$ cat src/rtl/spi_arb_pkg.sv
// Shared types and pin idle levels for the SPI flash arbiter.
package spi_arb_pkg;

    typedef enum logic [1:0] {
        ST_IDLE  = 2'd0,
        ST_OWN   = 2'd1,
        ST_GUARD = 2'd2
    } arb_state_t;

    localparam logic CSN_IDLE  = 1'b1;
    localparam logic CLK_IDLE  = 1'b1;
    localparam logic MOSI_IDLE = 1'b0;

endpackage

$ cat src/rtl/rr_pick.sv
// Round-robin picker: first set req bit after last, with wrap-around.
module rr_pick #(
    parameter int N = 2,
    parameter int W = (N > 1) ? $clog2(N) : 1
) (
    input  logic [N-1:0] req,
    input  logic [W-1:0] last,
    output logic [W-1:0] idx,
    output logic         valid
);

    always_comb begin
        idx   = '0;
        valid = |req;
        // Walk from the farthest candidate down so the nearest one wins.
        for (int i = N; i >= 1; i--) begin
            if (req[(int'(last) + i) % N]) begin
                idx = W'((int'(last) + i) % N);
            end
        end
    end

endmodule

$ cat src/rtl/spi_flash_arbiter.sv
// Shares one SPI flash between several SPI masters, one whole
// transaction at a time, with a csn-high guard between owners.
module spi_flash_arbiter
    import spi_arb_pkg::*;
#(
    parameter int NUM_REQ      = 2,
    parameter int GUARD_CYCLES = 4,
    parameter int IDLE_TIMEOUT = 1024
) (
    input  logic               clk,
    input  logic               reset,
    input  logic [NUM_REQ-1:0] req,
    output logic [NUM_REQ-1:0] grant,
    output logic               preempt,
    output logic               proto_err,
    input  logic [NUM_REQ-1:0] m_spi_clk,
    input  logic [NUM_REQ-1:0] m_spi_mosi,
    input  logic [NUM_REQ-1:0] m_spi_csn,
    output logic [NUM_REQ-1:0] m_spi_miso,
    output logic               spi_clk,
    output logic               spi_mosi,
    output logic               spi_csn,
    input  logic               spi_miso
);

    localparam int OW = $clog2(NUM_REQ);
    localparam int GW = $clog2(GUARD_CYCLES + 1);
    localparam int IW = $clog2(IDLE_TIMEOUT + 2);

    localparam logic [GW-1:0] GUARD_LOAD = GW'(GUARD_CYCLES - 1);
    localparam logic [IW-1:0] IDLE_LAST  = IW'(IDLE_TIMEOUT - 1);

    arb_state_t         state_q, state_d;
    logic [OW-1:0]      own_q, own_d;
    logic [OW-1:0]      last_q, last_d;
    logic [NUM_REQ-1:0] grant_q, grant_d;
    logic [GW-1:0]      gcnt_q, gcnt_d;
    logic [IW-1:0]      icnt_q, icnt_d;
    logic               preempt_q, preempt_d;
    logic               perr_q, perr_d;

    logic [OW-1:0]      pick;
    logic               pick_valid;
    logic [NUM_REQ-1:0] own_mask;
    logic               others_waiting;

    rr_pick #(
        .N (NUM_REQ),
        .W (OW)
    ) u_pick (
        .req   (req),
        .last  (last_q),
        .idx   (pick),
        .valid (pick_valid)
    );

    assign own_mask       = NUM_REQ'(1) << own_q;
    assign others_waiting = |(req & ~own_mask);

    always_ff @(posedge clk) begin
        if (reset) begin
            state_q   <= ST_IDLE;
            own_q     <= '0;
            last_q    <= OW'(NUM_REQ - 1);
            grant_q   <= '0;
            gcnt_q    <= '0;
            icnt_q    <= '0;
            preempt_q <= 1'b0;
            perr_q    <= 1'b0;
        end else begin
            state_q   <= state_d;
            own_q     <= own_d;
            last_q    <= last_d;
            grant_q   <= grant_d;
            gcnt_q    <= gcnt_d;
            icnt_q    <= icnt_d;
            preempt_q <= preempt_d;
            perr_q    <= perr_d;
        end
    end

    always_comb begin
        state_d   = state_q;
        own_d     = own_q;
        last_d    = last_q;
        grant_d   = grant_q;
        gcnt_d    = gcnt_q;
        icnt_d    = '0;
        preempt_d = 1'b0;
        perr_d    = 1'b0;

        unique case (state_q)
            ST_IDLE: begin
                if (pick_valid) begin
                    own_d   = pick;
                    grant_d = NUM_REQ'(1) << pick;
                    state_d = ST_OWN;
                end
            end
            ST_OWN: begin
                // A release wins over a timeout in the same cycle.
                if (!req[own_q]) begin
                    perr_d  = !m_spi_csn[own_q];
                    grant_d = '0;
                    last_d  = own_q;
                    gcnt_d  = GUARD_LOAD;
                    state_d = ST_GUARD;
                end else if (IDLE_TIMEOUT != 0 && m_spi_csn[own_q]
                             && others_waiting) begin
                    if (icnt_q == IDLE_LAST) begin
                        preempt_d = 1'b1;
                        grant_d   = '0;
                        last_d    = own_q;
                        gcnt_d    = GUARD_LOAD;
                        state_d   = ST_GUARD;
                    end else begin
                        icnt_d = icnt_q + IW'(1);
                    end
                end
            end
            ST_GUARD: begin
                if (gcnt_q == '0) begin
                    state_d = ST_IDLE;
                end else begin
                    gcnt_d = gcnt_q - GW'(1);
                end
            end
            default: begin
                state_d = ST_IDLE;
                grant_d = '0;
            end
        endcase
    end

    // Pin mux is combinational so the owner sees no extra SPI latency.
    always_comb begin
        spi_csn    = CSN_IDLE;
        spi_clk    = CLK_IDLE;
        spi_mosi   = MOSI_IDLE;
        m_spi_miso = '0;
        if (state_q == ST_OWN) begin
            spi_csn           = m_spi_csn[own_q];
            spi_clk           = m_spi_clk[own_q];
            spi_mosi          = m_spi_mosi[own_q];
            m_spi_miso[own_q] = spi_miso;
        end
    end

    assign grant     = grant_q;
    assign preempt   = preempt_q;
    assign proto_err = perr_q;

endmodule
$ cat config.mk
export PLATFORM = sky130hd
export DESIGN_NAME = spi_flash_arbiter
export DESIGN_NICKNAME = d
export VERILOG_FILES = /design/src/rtl/spi_arb_pkg.sv /design/src/rtl/rr_pick.sv /design/src/rtl/spi_flash_arbiter.sv
export SDC_FILE = /design/constraint.sdc
export NUM_CORES = 1
export LEC_CHECK = 0
export ABC_AREA = 0
export CAP_MARGIN = 20
export CORE_MARGIN = 3
export CORE_UTILIZATION = 41
export CTS_BUF_LIST = sky130_fd_sc_hd__clkbuf_8
export DETAILED_ROUTE_END_ITERATION = 10
export PLACE_DENSITY_LB_ADDON = 0.3
export SLEW_MARGIN = 20
export SYNTH_ARGS = -nofsm -noshare
export SYNTH_HDL_FRONTEND = slang
export SYNTH_SLANG_ARGS = --single-unit
$ cat constraint.sdc
create_clock -name clk -period 3.2 [get_ports clk]
set_input_delay 0.32 -clock clk [delete_from_list [all_inputs] [get_ports clk]]
set_output_delay 0.32 -clock clk [all_outputs]
set_load 0.02 [all_outputs]
==> results.txt, run 1 <==
----------------------------------------------------
[Worst hold path]
  Path category of the worst min-delay check ... reg2reg

[Worst setup path]
  Required time of the critical path ... 2.88 ns
  Critical Path Sink Type ... primary output
  CP Max Fanout ... 8
  Data arrival time of the worst path ... 1.91 ns
  Type of origin of the critical path ... flip-flop
  Worst setup path category ... reg2out

[Clock network]
  Post-cts sizing count ... 0
  Number of buffers inserted by hold repair at cts ... 0
  Root buf cell ... sky130_fd_sc_hd__clkbuf_8
  Post-CTS Repair Setup Buffers ... 0
  Number of buffers added by the clock tree synthesis step ... 3
  TritonCTS clock tree ... yes
  Num Clock Sinks ... 22
  Clk Latency, worst-skew pair ... 0.26 ns
  Clock input transition at the sequential cells of the worst setup and hold paths ... 0.08 ns
  Htree depth ... 1
  Deepest clock path buffer count ... 2

[Yosys]
  Leading area contributor after synthesis ... sky130_fd_sc_hd__dfxtp_1
  Top FF cell, synth ... sky130_fd_sc_hd__dfxtp_1
  Top cell type's share of synthesized area ... 0.413
  Synthesized-area fraction occupied by xor and xnor cells ... 0.0657
  Largest family of logic cells by synthesized area ... simple AND/OR/NAND/NOR gates
  Fraction of the mapped netlist area in adder cells ... 0.0352
  Mean instance size in the synthesized netlist ... 9.35 µm²
  Cell with the most instances after synthesis ... sky130_fd_sc_hd__dfxtp_1
  Post-synth net total ... 128
  Count of cell types in the netlist ... 39
  Post-synth EDFFs ... 0
  Number of flip-flops and latches in the synthesized netlist ... 22
  Largest cells by area after synthesis ... sky130_fd_sc_hd__dfxtp_1 (41%), sky130_fd_sc_hd__nor2_1 (5.6%), sky130_fd_sc_hd__mux2i_1 (4.7%)
  Fraction of registers with async set or reset after synthesis ... 0
  Area of the mapped netlist ... 1070 µm²
  Post-synthesis mux area share ... 0.0469
  Most numerous cell types in the synthesized netlist ... sky130_fd_sc_hd__dfxtp_1 (22), sky130_fd_sc_hd__nor2_1 (16), sky130_fd_sc_hd__nand2_1 (11)
  Seq/Total Area, Yosys ... 0.413
  Post-Synth Simple-Gate Area ... 0.250
  Gate count after technology mapping ... 114
  Synth warnings ... 0
  Complex-gate fraction of the synthesized area ... 0.165

[Timing]
  Hold Vio Cnt, Final ... 0
  Number of max-slew violations in the final report ... 0
  Clock Skews ... 0.00434 ns
  RSZ-0062 raised after global routing ... false
  Actual transition at the worst max-transition pin ... 0.718 ns
  Rel. slew slack ... 0.520
  Sum of negative setup slack ... 0 ns
  Hold Slack ... 0.468 ns
  # setup viols final ... 0
  Post-layout minimum cycle time ... 2.23 ns
  Period utilisation layout ... 0.697
  Max Fclk ... 448 MHz

[Drt]
  Avg WL per Cell ... 13.3 µm
  Post-route DRC ... 0
  Starting DRC count in detailed routing ... 8
  1st-pass router iterations ... 4
  Antenna violation net count after detailed routing ... 0
  Drt total wl ... 2160 µm
  Number of vias in the routed layout ... 885
  Average via count per standard cell ... 5.46

[Global route]
  Number of antenna violations at the first check in global routing ... 0
  Overall Global Routing Usage ... 0.143
  Maximum number of pins on one net before global-route repair ... 15
  Via count of the first global-routing pass ... 891
  Wire length of the first global-routing pass ... 3770 µm
  Remaining global-route overflow ... 0

[Power and ir drop]
  Power Density ... 483 nW/µm²
  Comb pwr share ... 0.152
  Maximum ir drop on the vdd rail ... 0.457 mV
  Net load switching power ... 0.151 mW
  Part of the power in registers ... 0.453
  Internal power summed over all cells ... 0.501 mW
  Clock power share ... 0.394
  Leakage Power ... 0.458 nW
  Proportion of total power due to net switching ... 0.232

[Floorplan]
  Die Outline Area ... 3250 µm²
  Overall die width ... 57.0 µm
  Row Count ... 17
  I/O pins ... 20
  Initial core utilization ... 0.456
  Core region area ... 2340 µm²
  Vertical extent of the die ... 57.0 µm

[Layout]
  Post-layout net count ... 149
  Area Growth Syn to Fin ... 26.5%
  Share of post-route cells with drive strength above 1 ... 0.0970
  Number of inserted diodes ... 0

[Placed design]
  Final HPWL from detailed placement ... 1630 µm
  Final estimated routing congestion in global placement ... 0.781
  Port Buffer Count ... 19

[Flow run]
  MaxCap Viol Count ... 0

[Status]
  Status ... complete, no violations

----------------------------------------------------
## cell families after synthesis
kind of cell / after synthesis
fa+ha+maj: 3
flops: 22
xor+xnor: 8
mux: 5
simple gates: 51
buf+inv: 6
compound gates: 19
## routing by layer
metal | global-route usage | up-vias | share of wire
met5 | 0 | - | 0
met4 | 0.0662 | 0 | 0.021
met3 | 0.0317 | 8 | 0.045
met2 | 0.250 | 25 | 0.47
met1 | 0.167 | 409 | 0.46
li1 | - | 443 | -
## registers in the layout, summed over array words and instances (netlist names)
| register | count |
|---|---|
| gcnt_q | 3 |
| grant | 2 |
| icnt_q | 11 |
| last_q | 1 |
| own_q | 1 |
| preempt | 1 |
| proto_err | 1 |
| state_q | 2 |
## through the flow
stage / util / cell area [µm²] / cells / total power [mW] / setup slack, ns
floorplan: - / 1070 / 114 / 0.361 / 1.42
global placement: 0.546 / 1280 / 158 / 0.398 / 1.22
detailed placement: 0.546 / 1280 / 158 / 0.401 / 1.14
CTS: 0.576 / 1350 / 162 / 0.656 / 0.942
global route: 0.576 / 1350 / 162 / 0.682 / 0.856
finish: 0.576 / 1350 / 162 / 0.652 / 0.969
## power groups by stage
stage / Sequential (mW) / Combinational (mW) / Clock [mW]
2_1_floorplan: 0.300 / 0.0605 / 0
3_3_place_gp: 0.301 / 0.0967 / 0
3_5_place_dp: 0.302 / 0.0992 / 0
4_1_cts: 0.295 / 0.100 / 0.260
5_1_grt: 0.297 / 0.110 / 0.275
6_report: 0.296 / 0.0994 / 0.257
## layout make-up
type,instances,area [µm²]
Inverter,3,11.3
Clock inverter,1,30.0
Multi-Input combinational cell,86,601
Clock buffer,3,41.3
Tap cell,28,35.0
Sequential cell,22,440
Fill cell,220,991
Timing Repair Buffer,19,190
## cell usage in the layout, fill, tap and decap left out, types with 2 or more instances in the layout
master	n
sky130_fd_sc_hd__mux2i_1	5
sky130_fd_sc_hd__ha_1	3
sky130_fd_sc_hd__nor2_1	16
sky130_fd_sc_hd__clkdlybuf4s50_1	19
sky130_fd_sc_hd__and2_1	2
sky130_fd_sc_hd__o21ba_2	2
sky130_fd_sc_hd__xor2_1	5
sky130_fd_sc_hd__nor3b_1	3
sky130_fd_sc_hd__dfxtp_1	22
sky130_fd_sc_hd__o31a_1	2
sky130_fd_sc_hd__xnor2_1	3
sky130_fd_sc_hd__a21oi_1	5
sky130_fd_sc_hd__o311ai_1	2
sky130_fd_sc_hd__nand3_1	3
sky130_fd_sc_hd__nand4_1	2
sky130_fd_sc_hd__or4_1	2
sky130_fd_sc_hd__nand2_1	11
sky130_fd_sc_hd__clkbuf_8	3
sky130_fd_sc_hd__inv_1	3
## final timing paths
check	startpoint	to	slack, ns	depth (start not counted)
max	state_q[0]$_SDFFE_PP0P_	m_spi_miso[0]	0.97	4
min reg2reg	icnt_q[0]$_SDFF_PP0_	icnt_q[0]$_SDFF_PP0_	0.47	1
min	icnt_q[0]$_SDFF_PP0_	icnt_q[0]$_SDFF_PP0_	0.47	1
max reg2reg	icnt_q[0]$_SDFF_PP0_	last_q$_SDFFE_PP1P_	1.12	5
## critical path: stages (launching register included)
cell                              delay (ns)
sky130_fd_sc_hd__dfxtp_1                0.45
sky130_fd_sc_hd__nor2b_1                0.39
sky130_fd_sc_hd__nand2_1                0.10
sky130_fd_sc_hd__nor2_1                 0.11
sky130_fd_sc_hd__clkdlybuf4s50_1        0.61
Note: power is estimated with default switching activity, not from simulation.
==> run 2, diff against run 1 <==
==> constraint.sdc (replaced) <==
create_clock -name clk -period 2.1 [get_ports clk]
set_input_delay 0.21 -clock clk [delete_from_list [all_inputs] [get_ports clk]]
set_output_delay 0.21 -clock clk [all_outputs]
set_load 0.02 [all_outputs]
==> run 2 against run 1 <==
Critical path depth grew 1. Total power up 32%. Routed wire length fell by 3.8%. Worst hold slack worse by 0.019 ns. Cell count up 1.2%. Design area rose by 0.19%. Sequential cell count is the same. Critical endpoint is now last_q$_SDFFE_PP1P_.
==> results.txt, run 2 (synthesis results as in run 1) <==
----------------------------------------------------
[Placed design]
  Post-Place Setup Slack ... 0.122 ns (-1.02 ns)
  Final HPWL from detailed placement ... 1610 µm (-1.4%)
  Final estimated routing congestion in global placement ... 0.809 (+3.6%)
  Instance area at placement ... 1300 µm² (+1.8%)
  Port Buffer Count ... 19 (unchanged)

[Power and ir drop]
  Leakage Power ... 0.479 nW (+4.5%)
  Power Density ... 635 nW/µm² (+31%)
  Maximum ir drop on the vdd rail ... 0.458 mV (+0.22%)

[Timing]
  Sum of negative setup slack ... 0 ns (unchanged)
  Hold Vio Cnt, Final ... 0 (unchanged)
  Hold Slack ... 0.449 ns (-0.0186 ns)
  # setup viols final ... 0 (unchanged)
  Post-layout minimum cycle time ... 1.98 ns
  Actual transition at the worst max-transition pin ... 0.343 ns (-0.375 ns)
  Max Fclk ... 504 MHz
  Rel. slew slack ... 0.764 (+0.245)
  Number of max-slew violations in the final report ... 0 (unchanged)
  RSZ-0062 raised after global routing ... false
  Clock Skews ... 0.00117 ns (-0.00317 ns)
  Worst setup slack after layout ... 0.118 ns (-0.852 ns)
  Period utilisation layout ... 0.944

[Layout]
  Area Growth Syn to Fin ... 26.8%
  Share of post-route cells with drive strength above 1 ... 0.118 (+0.0206)
  Fill cell instance count of the final layout ... 218 (-0.91%)
  Register with the highest flop count ... icnt_q
  Largest registers ... icnt_q (11), gcnt_q (3)
  Post-layout net count ... 152 (+2.0%)
  Number of inserted diodes ... 0 (unchanged)
  Number of flip-flops under the largest register name ... 11 (unchanged)
  Commonest non-fill, non-tap cells in the layout ... sky130_fd_sc_hd__dfxtp_1 (22), sky130_fd_sc_hd__clkdlybuf4s50_1 (18), sky130_fd_sc_hd__nor2_1 (16), sky130_fd_sc_hd__nand2_1 (11)
  Cell area after layout ... 1350 µm² (+0.19%)
  Most frequent standard cell in the layout excluding fill and tap cells ... sky130_fd_sc_hd__dfxtp_1
  Final Core Density ... 0.578 (+0.00107)

[Global route]
  Maximum number of pins on one net before global-route repair ... 14 (-1)
  Number of antenna violations at the first check in global routing ... 0 (unchanged)
  Wire length of the first global-routing pass ... 3480 µm (-7.5%)
  Remaining global-route overflow ... 0 (unchanged)
  Overall Global Routing Usage ... 0.134 (-0.00981)
  Via count of the first global-routing pass ... 829 (-7.0%)

[Floorplan]
  Overall die width ... 57.0 µm (unchanged)
  Die Outline Area ... 3250 µm² (unchanged)
  I/O pins ... 20 (unchanged)
  Core region area ... 2340 µm² (unchanged)
  Initial core utilization ... 0.456 (unchanged)
  Vertical extent of the die ... 57.0 µm (unchanged)
  Row Count ... 17 (unchanged)

[Drt]
  Post-route DRC ... 0 (unchanged)
  Number of vias in the routed layout ... 881 (-0.45%)
  1st-pass router iterations ... 4 (unchanged)
  Antenna violation net count after detailed routing ... 0 (unchanged)
  Average via count per standard cell ... 5.37 (-1.7%)
  Drt total wl ... 2070 µm (-3.8%)
  Starting DRC count in detailed routing ... 8 (unchanged)
  Avg WL per Cell ... 12.6 µm (-5.0%)

[Clock network]
  TritonCTS clock tree ... yes
  Post-CTS Repair Setup Buffers ... 0 (unchanged)
  Number of buffers added by the clock tree synthesis step ... 3 (unchanged)
  Htree depth ... 1 (unchanged)
  Root buf cell ... sky130_fd_sc_hd__clkbuf_8
  Clk Latency, worst-skew pair ... 0.25 ns (about the same)
  Deepest clock path buffer count ... 2 (unchanged)
  Num Clock Sinks ... 22 (unchanged)
  Clock input transition at the sequential cells of the worst setup and hold paths ... 0.07 ns (about the same)

[Worst hold path]
  Path category of the worst min-delay check ... reg2reg

[Worst setup path]
  Required time of the critical path ... 2.29 ns (-0.59 ns)
  Critical Path Sink Type ... flip-flop
  CP Max Fanout ... 7 (-1)
  Worst setup path category ... reg2reg
  Data arrival time of the worst path ... 2.17 ns (+0.26 ns)
  Type of origin of the critical path ... flip-flop

[Status]
  Status ... complete, no violations

[Flow run]
  MaxCap Viol Count ... 0 (unchanged)

----------------------------------------------------
-- run 2: metal layers --
metal | wire length, µm | global-route usage | part of all wire | vias up
met5 | 0 | 0 | 0 | -
met1 | 951 | 0.160 | 0.46 | 406
met3 | 93 | 0.0339 | 0.045 | 2
met4 | 12 | 0.0497 | 0.0058 | 0
li1 | - | - | - | 458
met2 | 1020 | 0.230 | 0.49 | 15
-- run 2: what timing repair did --
item / CTS / global route
resized for setup: 1 / 2
hold buffers: 0 / 0
endpoints found under the setup margin: 2 / 3
-- run 2: where the power goes --
| group | switching, mW | internal (mW) | leakage (nW) |
|---|---|---|---|
| registers | 0.0177 | 0.433 | 0.179 |
| clock network | 0.122 | 0.128 | 0.0216 |
| logic | 0.0767 | 0.0809 | 0.279 |
| total | 0.216 | 0.642 | 0.479 |
-- run 2: worst max-delay path: stages, from the launching register on --
cell and delay [ns]:
sky130_fd_sc_hd__dfxtp_1 0.37, sky130_fd_sc_hd__ha_1 0.24, sky130_fd_sc_hd__nand3_2 0.13, sky130_fd_sc_hd__or4_1 0.64, sky130_fd_sc_hd__o31ai_4 0.33, sky130_fd_sc_hd__mux2i_1 0.21
-- run 2: final cells by class --
type                    instances  area [µm²]  share of cell area
well taps                      28        35.0              0.0259
inverters                       3        11.3             0.00833
flip-flops and latches         22         440               0.326
clock buffers                   3        41.3              0.0306
repair buffers                 22         215               0.159
multi-input cells              86         608               0.450
-- run 2: worst paths after layout --
path	from	cells past startpoint	endpoint	slack [ns]
max	icnt_q[0]$_SDFF_PP0_	5	last_q$_SDFFE_PP1P_	0.12
min	icnt_q[10]$_SDFF_PP0_	1	icnt_q[10]$_SDFF_PP0_	0.45
max reg2reg	icnt_q[0]$_SDFF_PP0_	5	last_q$_SDFFE_PP1P_	0.12
min reg2reg	icnt_q[10]$_SDFF_PP0_	1	icnt_q[10]$_SDFF_PP0_	0.45
-- run 2: stage by stage --
stage                     total power [mW]  cells
after detailed placement             0.617    161
after CTS                            0.866    164
after global placement               0.612    161
final                                0.858    164
after global routing                 0.897    164
after floorplan                      0.550    114
